`config.mk`:
```
export PLATFORM = sky130hd
export DESIGN_NAME = digit_serial_adder_flat
export DESIGN_NICKNAME = d
export VERILOG_FILES = /design/src/rtl/digit_serial_adder_if.sv /design/src/rtl/digit_serial_adder.sv /design/src/flat_wrapper.sv
export SDC_FILE = /design/constraint.sdc
export NUM_CORES = 1
export LEC_CHECK = 0
export BUFFER_PORTS_ARGS = -buffer_cell sky130_fd_sc_hd__buf_2
export CAP_MARGIN = 10
export CORE_MARGIN = 4
export CORE_UTILIZATION = 55
export DETAILED_ROUTE_END_ITERATION = 8
export GPL_TIMING_DRIVEN = 0
export PLACE_DENSITY = 0.78
export SLEW_MARGIN = 20
export SYNTH_ARGS = -nofsm -noshare
export SYNTH_HDL_FRONTEND = slang
export SYNTH_SLANG_ARGS = --single-unit
```
`constraint.sdc`:
```
create_clock -name clk -period 4.6 [get_ports clk]
set_clock_uncertainty 0.2 [all_clocks]
set_input_delay 0.92 -clock clk [delete_from_list [all_inputs] [get_ports clk]]
set_output_delay 0.92 -clock clk [all_outputs]
set_load 0.02 [all_outputs]
```
`src/rtl/digit_serial_adder_if.sv`:
```
// Handshake and operand/result bundle for the digit-serial adder.
// The master drives the request side; the slave (the adder) drives status and results.
interface digit_serial_adder_if #(
    parameter int WIDTH = 16
);
    logic             start;
    logic             sub;
    logic [WIDTH-1:0] a;
    logic [WIDTH-1:0] b;
    logic             cin;
    logic             busy;
    logic             done;
    logic [WIDTH-1:0] y;
    logic             cout;
    logic             ovf;

    modport master (
        output start, sub, a, b, cin,
        input  busy, done, y, cout, ovf
    );

    modport slave (
        input  start, sub, a, b, cin,
        output busy, done, y, cout, ovf
    );
endinterface

```
`src/rtl/digit_serial_adder.sv`:
```
// Multi-cycle adder/subtractor: one DIGIT-bit slice is reused for WIDTH/DIGIT cycles.
// The inter-slice carry lives in a register, so the critical path is a single DIGIT-bit adder.
module digit_serial_adder #(
    parameter int WIDTH = 16,
    parameter int DIGIT = 4
) (
    input  logic               clk,
    input  logic               rst,
    digit_serial_adder_if.slave bus
);
    localparam int N  = WIDTH / DIGIT;
    localparam int CW = (N > 1) ? $clog2(N) : 1;
    localparam logic [CW-1:0] LAST = CW'(N - 1);

    typedef enum logic [1:0] {IDLE, RUN, DONE} state_t;

    state_t           state_q, state_d;
    logic [WIDTH-1:0] a_q, a_d;
    logic [WIDTH-1:0] b_q, b_d;
    logic [WIDTH-1:0] acc_q, acc_d;
    logic [WIDTH-1:0] y_q, y_d;
    logic [CW-1:0]    cnt_q, cnt_d;
    logic             carry_q, carry_d;
    logic             cout_q, cout_d;
    logic             ovf_q, ovf_d;

    int unsigned      base;
    logic [DIGIT:0]   slice_sum;
    logic [WIDTH-1:0] acc_new;

    always_comb begin
        state_d = state_q;
        a_d     = a_q;
        b_d     = b_q;
        acc_d   = acc_q;
        y_d     = y_q;
        cnt_d   = cnt_q;
        carry_d = carry_q;
        cout_d  = cout_q;
        ovf_d   = ovf_q;

        base      = int'(cnt_q) * DIGIT;
        slice_sum = {1'b0, a_q[base +: DIGIT]} + {1'b0, b_q[base +: DIGIT]}
                  + {{DIGIT{1'b0}}, carry_q};
        acc_new   = acc_q;
        acc_new[base +: DIGIT] = slice_sum[DIGIT-1:0];

        case (state_q)
            IDLE: begin
                if (bus.start) begin
                    state_d = RUN;
                    a_d     = bus.a;
                    // Subtraction is a + ~b + 1; borrow-in removes that +1.
                    b_d     = bus.sub ? ~bus.b : bus.b;
                    carry_d = bus.cin ^ bus.sub;
                    cnt_d   = '0;
                end
            end
            RUN: begin
                acc_d   = acc_new;
                carry_d = slice_sum[DIGIT];
                cnt_d   = cnt_q + 1'b1;
                if (cnt_q == LAST) begin
                    state_d = DONE;
                    y_d     = acc_new;
                    cout_d  = slice_sum[DIGIT];
                    ovf_d   = (a_q[WIDTH-1] == b_q[WIDTH-1]) &&
                              (acc_new[WIDTH-1] != a_q[WIDTH-1]);
                end
            end
            DONE:    state_d = IDLE;
            default: state_d = IDLE;
        endcase
    end

    always_ff @(posedge clk) begin
        if (rst) begin
            state_q <= IDLE;
            a_q     <= '0;
            b_q     <= '0;
            acc_q   <= '0;
            y_q     <= '0;
            cnt_q   <= '0;
            carry_q <= 1'b0;
            cout_q  <= 1'b0;
            ovf_q   <= 1'b0;
        end else begin
            state_q <= state_d;
            a_q     <= a_d;
            b_q     <= b_d;
            acc_q   <= acc_d;
            y_q     <= y_d;
            cnt_q   <= cnt_d;
            carry_q <= carry_d;
            cout_q  <= cout_d;
            ovf_q   <= ovf_d;
        end
    end

    assign bus.busy = (state_q != IDLE);
    assign bus.done = (state_q == DONE);
    assign bus.y    = y_q;
    assign bus.cout = cout_q;
    assign bus.ovf  = ovf_q;
endmodule

```
`src/flat_wrapper.sv`:
```
// flat-port wrapper written by rule: the top's interface ports become plain ports
module digit_serial_adder_flat 
#(
    parameter int WIDTH = 16,
    parameter int DIGIT = 4
)
  (clk, rst, bus_start, bus_sub, bus_a, bus_b, bus_cin, bus_busy, bus_done, bus_y, bus_cout, bus_ovf);
  digit_serial_adder_if #(.WIDTH(WIDTH)) bus_i ();
  input  logic clk;
  input  logic rst;
  input wire logic [$bits(bus_i.start)-1:0] bus_start;
  input wire logic [$bits(bus_i.sub)-1:0] bus_sub;
  input wire logic [$bits(bus_i.a)-1:0] bus_a;
  input wire logic [$bits(bus_i.b)-1:0] bus_b;
  input wire logic [$bits(bus_i.cin)-1:0] bus_cin;
  output wire logic [$bits(bus_i.busy)-1:0] bus_busy;
  output wire logic [$bits(bus_i.done)-1:0] bus_done;
  output wire logic [$bits(bus_i.y)-1:0] bus_y;
  output wire logic [$bits(bus_i.cout)-1:0] bus_cout;
  output wire logic [$bits(bus_i.ovf)-1:0] bus_ovf;
  assign bus_i.start = bus_start;
  assign bus_i.sub = bus_sub;
  assign bus_i.a = bus_a;
  assign bus_i.b = bus_b;
  assign bus_i.cin = bus_cin;
  assign bus_busy = bus_i.busy;
  assign bus_done = bus_i.done;
  assign bus_y = bus_i.y;
  assign bus_cout = bus_i.cout;
  assign bus_ovf = bus_i.ovf;
  digit_serial_adder #(.WIDTH(WIDTH), .DIGIT(DIGIT)) u_core (.clk(clk), .rst(rst), .bus(bus_i));
endmodule
```
==> impl_metrics.json, run 1 <==
{
  "finalSetupViolCount": 0,
  "syn_inst": 363,
  "hold_start": "u_core.a_q[11]",
  "cts_hold_buf": 0,
  "status": "finished, final reports clean",
  "drt-total-wl_mm": 7.39,
  "clkSlewWorstSetupHoldPaths_ns": 0.07,
  "dieWidth_um": 84.4,
  "vias": 2779,
  "avgSynthCellArea_um2": 8.84,
  "grt_pass1_wl_mm": 12.3,
  "gp_congestion": 0.875,
  "r2r_slack_ns": 0.75,
  "rr_worst_depth": 8,
  "synth_most_common_cell": "dfxtp_1",
  "stdcell_count": 503,
  "cts_max_path_buffers": 2,
  "clock_power_share": 0.326,
  "path_buf_inv": 1,
  "synth.distinct_cells": 36,
  "dp.final_hpwl_mm": 5.53,
  "synth_edf_count": 0,
  "grt_antenna_before_repair": 0,
  "wl_per_cell_um": 14.7,
  "fin_crit_ns": 3.85,
  "multi_input_area_um2": 1630,
  "r2r_end": "u_core.bus.ovf",
  "track_usage": 0.215,
  "power_switching_uw": 355,
  "row_count": 27,
  "rsz0062_at_grt": "no",
  "fin_ws_ns": 0.749,
  "grt_max_degree": 11,
  "end_kind": "register",
  "synthToLayoutAreaGrowth_pct": 16.3,
  "pre_cts_slack_ns": 0.778,
  "die-area_um2": 7120,
  "cts.sinks": 71,
  "peakVddDrop_mv": 0.258,
  "dp_cells": 489,
  "synth_top_area_cell": "dfxtp_1",
  "initial_core_util": 0.576,
  "critPathLaunchType": "register",
  "ys_ff_latch": 71,
  "antenna_cells": 0,
  "cp_max_fo": 10,
  "critPathKind": "reg2reg",
  "seqCellArea_um2": 1420,
  "cp_top_family": "compound AO/OA/AOI/OAI gates",
  "dr.pass1.iters": 5,
  "port_buffers": 54,
  "maxSlewHeadroom": 0.511,
  "fillerInstances": 491,
  "hold_path_class": "reg2reg",
  "worstMarginPinSlew_ns": 0.734,
  "synth.area.top_cells": "dfxtp_1 (44%), a211oi_1 (9.8%), nor2_1 (7.7%)",
  "tritoncts": "done",
  "crit_chain": "buf_1, mux4_2, ha_1, a21oi_1, a21boi_0, o32a_1, or3_1, a311oi_2",
  "dominantRegCellSynth": "dfxtp_1",
  "clockRootBuffer": "clkbuf_8",
  "yosys_warnings": 0,
  "internal_power_uw": 956,
  "grt_pass1_vias": 2649,
  "drc_errors": 0,
  "p_leak_uw": 0.00145,
  "cts_resized": 0,
  "first_iter_violations": 182,
  "final_nets": 476,
  "cts_setup_buffers": 0,
  "maxCapViolations": 0,
  "drive_gt1_frac": 0.174,
  "cts_buffers": 9,
  "pwr-share-seq": 0.511,
  "timing.rr.start": "u_core.cnt_q[0]",
  "power_uw": 1310,
  "synth-async-reset-ratio": 0,
  "cp_slowest_cell": "buf_1",
  "netlist_area_um2": 3210,
  "io_pins": 57,
  "coreArea_um2": 5570,
  "period_share": 0.837,
  "clock_latency_ns": 0.34,
  "overflow": 0,
  "min_to": "u_core.a_q[11]",
  "hold_viol": 0,
  "yosysSeqAreaShare": 0.443,
  "htreeDepth": 3,
  "worst-endpoint-required_ns": 4.65,
  "drv_slew": 0,
  "postRouteAntennaNets": 0,
  "cpPeakStageDelay_ns": 0.61,
  "fmax_mhz": 260,
  "dieHeight_um": 84.4,
  "synth.top_cell.area_share": 0.443,
  "p_sw_frac": 0.271,
  "p_comb_frac": 0.163,
  "yosys-top-cells-count": "dfxtp_1 (71), nor2_1 (66), a211oi_1 (42)",
  "arrival_ns": 3.90,
  "syn_nets": 411,
  "via_per_inst": 5.52,
  "whs_path_depth": 2,
  "power-per-cell-area_nw_per_um2": 351,
  "finalSetupTns_ns": 0
}
-- cells by family (layout without fill, tap and decap cells) --
| group | count (synthesis) | after routing | share of synthesized area |
|---|---|---|---|
| compound gates | 85 | 85 | 0.184 |
| flops | 71 | 71 | 0.443 |
| buf+inv | 43 | 111 | 0.0503 |
| mux | 8 | 8 | 0.0585 |
| xor+xnor | 18 | 18 | 0.0491 |
| fa+ha+maj | 11 | 11 | 0.0476 |
| simple gates | 127 | 127 | 0.167 |
-- layout by cell type (no fill, tap or decap), types with 3 or more instances in the layout --
cell type / Yosys / layout
a22oi_1: 7 / 7
mux4_2: 6 / 6
a21oi_1: 25 / 25
nor2_1: 66 / 66
buf_2: 0 / 54
xnor2_1: 17 / 17
inv_1: 15 / 15
nand2_1: 36 / 36
o32ai_1: 3 / 3
clkbuf_8: 0 / 11
buf_1: 5 / 5
dfxtp_1: 71 / 71
clkbuf_1: 22 / 24
nand3_1: 5 / 5
nor3_1: 5 / 5
ha_1: 9 / 9
nor2b_1: 4 / 4
a211oi_1: 42 / 42
-- area by class of cell --
type / count / area share
plain buffers: 27 / 0.0271
clock buffers: 13 / 0.0426
clock inverters: 1 / 0.00134
inverters: 16 / 0.0161
multi-input cells: 249 / 0.436
flip-flops and latches: 71 / 0.381
well taps: 72 / 0.0241
repair buffers: 54 / 0.0724
-- through the flow --
step                      utilization  hold slack, ns  cell area (um2)
final                           0.670           0.253             3730
after global routing            0.670           0.283             3730
after CTS                       0.670           0.254             3730
after detailed placement        0.640           0.245             3570
after global placement          0.640           0.239             3570
after floorplan                     -           0.232             3210
-- worst register-to-register path: cells and delay by family (launching register included) --
kind / cells / cell delay (ns)
compound gates: 4 / 1.09
fa+ha+maj: 1 / 0.38
buf+inv: 1 / 0.61
flops: 1 / 0.54
mux: 1 / 0.61
simple gates: 1 / 0.33
-- layer usage --
metal,track usage,wire [um],share of wire
met3,0.0412,508,0.069
met5,0,0,0
met1,0.260,3120,0.42
met2,0.372,3680,0.50
met4,0.0906,87,0.012
-- how the worst max path moves through the flow --
stage                               start  slack [ns]              to  cells past startpoint
after floorplan           u_core.cnt_q[0]        1.30  u_core.bus.ovf                      8
after global placement    u_core.cnt_q[0]        0.86  u_core.bus.ovf                      8
after detailed placement  u_core.cnt_q[0]        0.78  u_core.bus.ovf                      8
after CTS                 u_core.cnt_q[0]        0.75  u_core.bus.ovf                      8
after global routing      u_core.cnt_q[0]        0.46  u_core.bus.ovf                      8
final                     u_core.cnt_q[0]        0.75  u_core.bus.ovf                      8
-- flip-flops by register name (all words and copies together), names as in the netlist --
register	cells
u_core.bus.ovf	1
u_core.bus.y	16
u_core.state_q	2
u_core.carry_q	1
u_core.a_q	16
u_core.b_q	16
u_core.cnt_q	2
u_core.bus.cout	1
u_core.acc_q	16
-- power by group through the flow --
stage / Clock, uW / Combinational [uW] / Sequential, uW
2_1_floorplan: 0 / 154 / 678
3_3_place_gp: 0 / 208 / 682
3_5_place_dp: 0 / 212 / 684
4_1_cts: 432 / 213 / 670
5_1_grt: 462 / 239 / 673
6_report: 428 / 214 / 670
(Power assumes the default switching activity.)
==> run 2, diff against run 1 <==
- CORE_UTILIZATION: 55 -> 50
- PLACE_DENSITY: 0.78 -> 0.74
- clock period: 4.6 -> 3.34 ns (I/O delays scaled with it)
==> run 2 against run 1 <==
Hold slack improved by 0.0033 ns. Sequential cell count stayed put. Final area is 1.4% higher. Sequential share of layout area shrank 0.42 points. First-iteration DRC count down 9.9%. Global-route usage decreased by 0.23 points. Largest cell class unchanged. Highest routed layer unchanged.
==> impl_metrics.json, run 2 (synthesis results as in run 1) <==
{
  "power-per-cell-area_nw_per_um2": 504,
  "port_buffers": 54,
  "gp_congestion": 0.852,
  "overflow": 0,
  "die-area_um2": 7760,
  "via_per_inst": 5.43,
  "hold_viol": 0,
  "clock_latency_ns": 0.35,
  "dieWidth_um": 88.1,
  "critPathKind": "reg2reg",
  "first_iter_violations": 164,
  "stdcell_count": 508,
  "cts_buffers": 9,
  "fmax_mhz": 320,
  "peakVddDrop_mv": 0.370,
  "grt_pass1_vias": 2727,
  "drive_gt1_frac": 0.187,
  "finalSetupViolCount": 0,
  "period_share": 0.936,
  "initial_core_util": 0.530,
  "cp_max_fo": 10,
  "cts_setup_buffers": 0,
  "arrival_ns": 3.19,
  "antenna_cells": 0,
  "critPathLaunchType": "register",
  "wl_per_cell_um": 15.3,
  "track_usage": 0.212,
  "htreeDepth": 3,
  "clockRootBuffer": "clkbuf_8",
  "tritoncts": "done",
  "final_cell_mix": "dfxtp_1 (70), nor2_1 (66), buf_2 (54)",
  "final_nets": 476,
  "dieHeight_um": 88.1,
  "drc_errors": 0,
  "dpl-instance-area_um2": 3570,
  "p_leak_uw": 0.00146,
  "clkSlewWorstSetupHoldPaths_ns": 0.08,
  "cts.sinks": 71,
  "final_common_cell": "dfxtp_1",
  "drt-total-wl_mm": 7.79,
  "grt_pass1_wl_mm": 12.7,
  "power_uw": 1910,
  "fin_crit_ns": 3.13,
  "dr.pass1.iters": 4,
  "drv_slew": 0,
  "dp.final_hpwl_mm": 5.71,
  "cts_max_path_buffers": 2,
  "maxCapViolations": 0,
  "r2r_slack_ns": 0.21,
  "grt_antenna_before_repair": 0,
  "rsz0062_at_grt": "no",
  "worstMarginPinSlew_ns": 0.652,
  "final_area_um2": 3780,
  "worst-endpoint-required_ns": 3.41,
  "status": "finished, final reports clean",
  "postRouteAntennaNets": 0,
  "coreArea_um2": 6060,
  "hold_path_class": "reg2reg",
  "io_pins": 57,
  "fillerInstances": 557,
  "pre_cts_slack_ns": -0.470,
  "grt_max_degree": 13,
  "vias": 2756,
  "row_count": 28,
  "dp_cells": 492,
  "maxSlewHeadroom": 0.565,
  "end_kind": "register",
  "synthToLayoutAreaGrowth_pct": 17.9,
  "fin_ws_ns": 0.214
}
-- run 2: per-stage QoR --
stage / TNS [ns] / util / hold WS (ns)
3_3_place_gp: -2.82 / 0.590 / 0.240
3_5_place_dp: -3.47 / 0.590 / 0.246
4_1_cts: 0 / 0.623 / 0.256
6_report: 0 / 0.624 / 0.256
2_1_floorplan: 0 / - / 0.232
5_1_grt: 0 / 0.624 / 0.276
-- run 2: final timing paths --
| check | startpoint | endpoint | cells past startpoint |
|---|---|---|---|
| setup reg to reg | u_core.cnt_q[0] | u_core.bus.ovf | 8 |
| setup / recovery | u_core.cnt_q[0] | u_core.bus.ovf | 8 |
| hold / removal | u_core.a_q[12] | u_core.a_q[12] | 2 |
| hold reg to reg | u_core.a_q[12] | u_core.a_q[12] | 2 |
-- run 2: area by class of cell --
type	count	area (um2)	share of cell area
multi-input cells	249	1630	0.430
flip-flops and latches	71	1430	0.377
repair buffers	54	270	0.0714
clock buffers	11	141	0.0374
plain buffers	27	110	0.0291
well taps	75	93.8	0.0248
inverters	16	60.1	0.0159
clock inverters	5	57.6	0.0152
-- run 2: routing by layer --
| metal | part of all wire | vias to the layer above | GRT usage |
|---|---|---|---|
| li1 | - | 1395 | - |
| met1 | 0.41 | 1269 | 0.247 |
| met2 | 0.51 | 77 | 0.377 |
| met3 | 0.064 | 15 | 0.0489 |
| met4 | 0.021 | 0 | 0.0865 |
| met5 | 0 | - | 0 |
-- run 2: worst max-delay path, stage by stage (launching register included) --
cell	delay [ns]
dfxtp_4	0.41
buf_6	0.19
mux4_2	0.53
ha_1	0.37
a21oi_1	0.20
a21boi_1	0.17
o32a_1	0.41
or3_1	0.33
a311oi_2	0.24
-- run 2: power breakdown --
group,internal [uW],switching [uW],leakage (uW)
clock network,364,325,0.0000916
logic,122,175,0.000791
registers,895,28.3,0.000582
total,1380,528,0.00146
-- run 2: timing repair --
action                     CTS  global route
setup endpoints to repair   25             2
hold buffers                 0             0
gates resized for setup      4             3
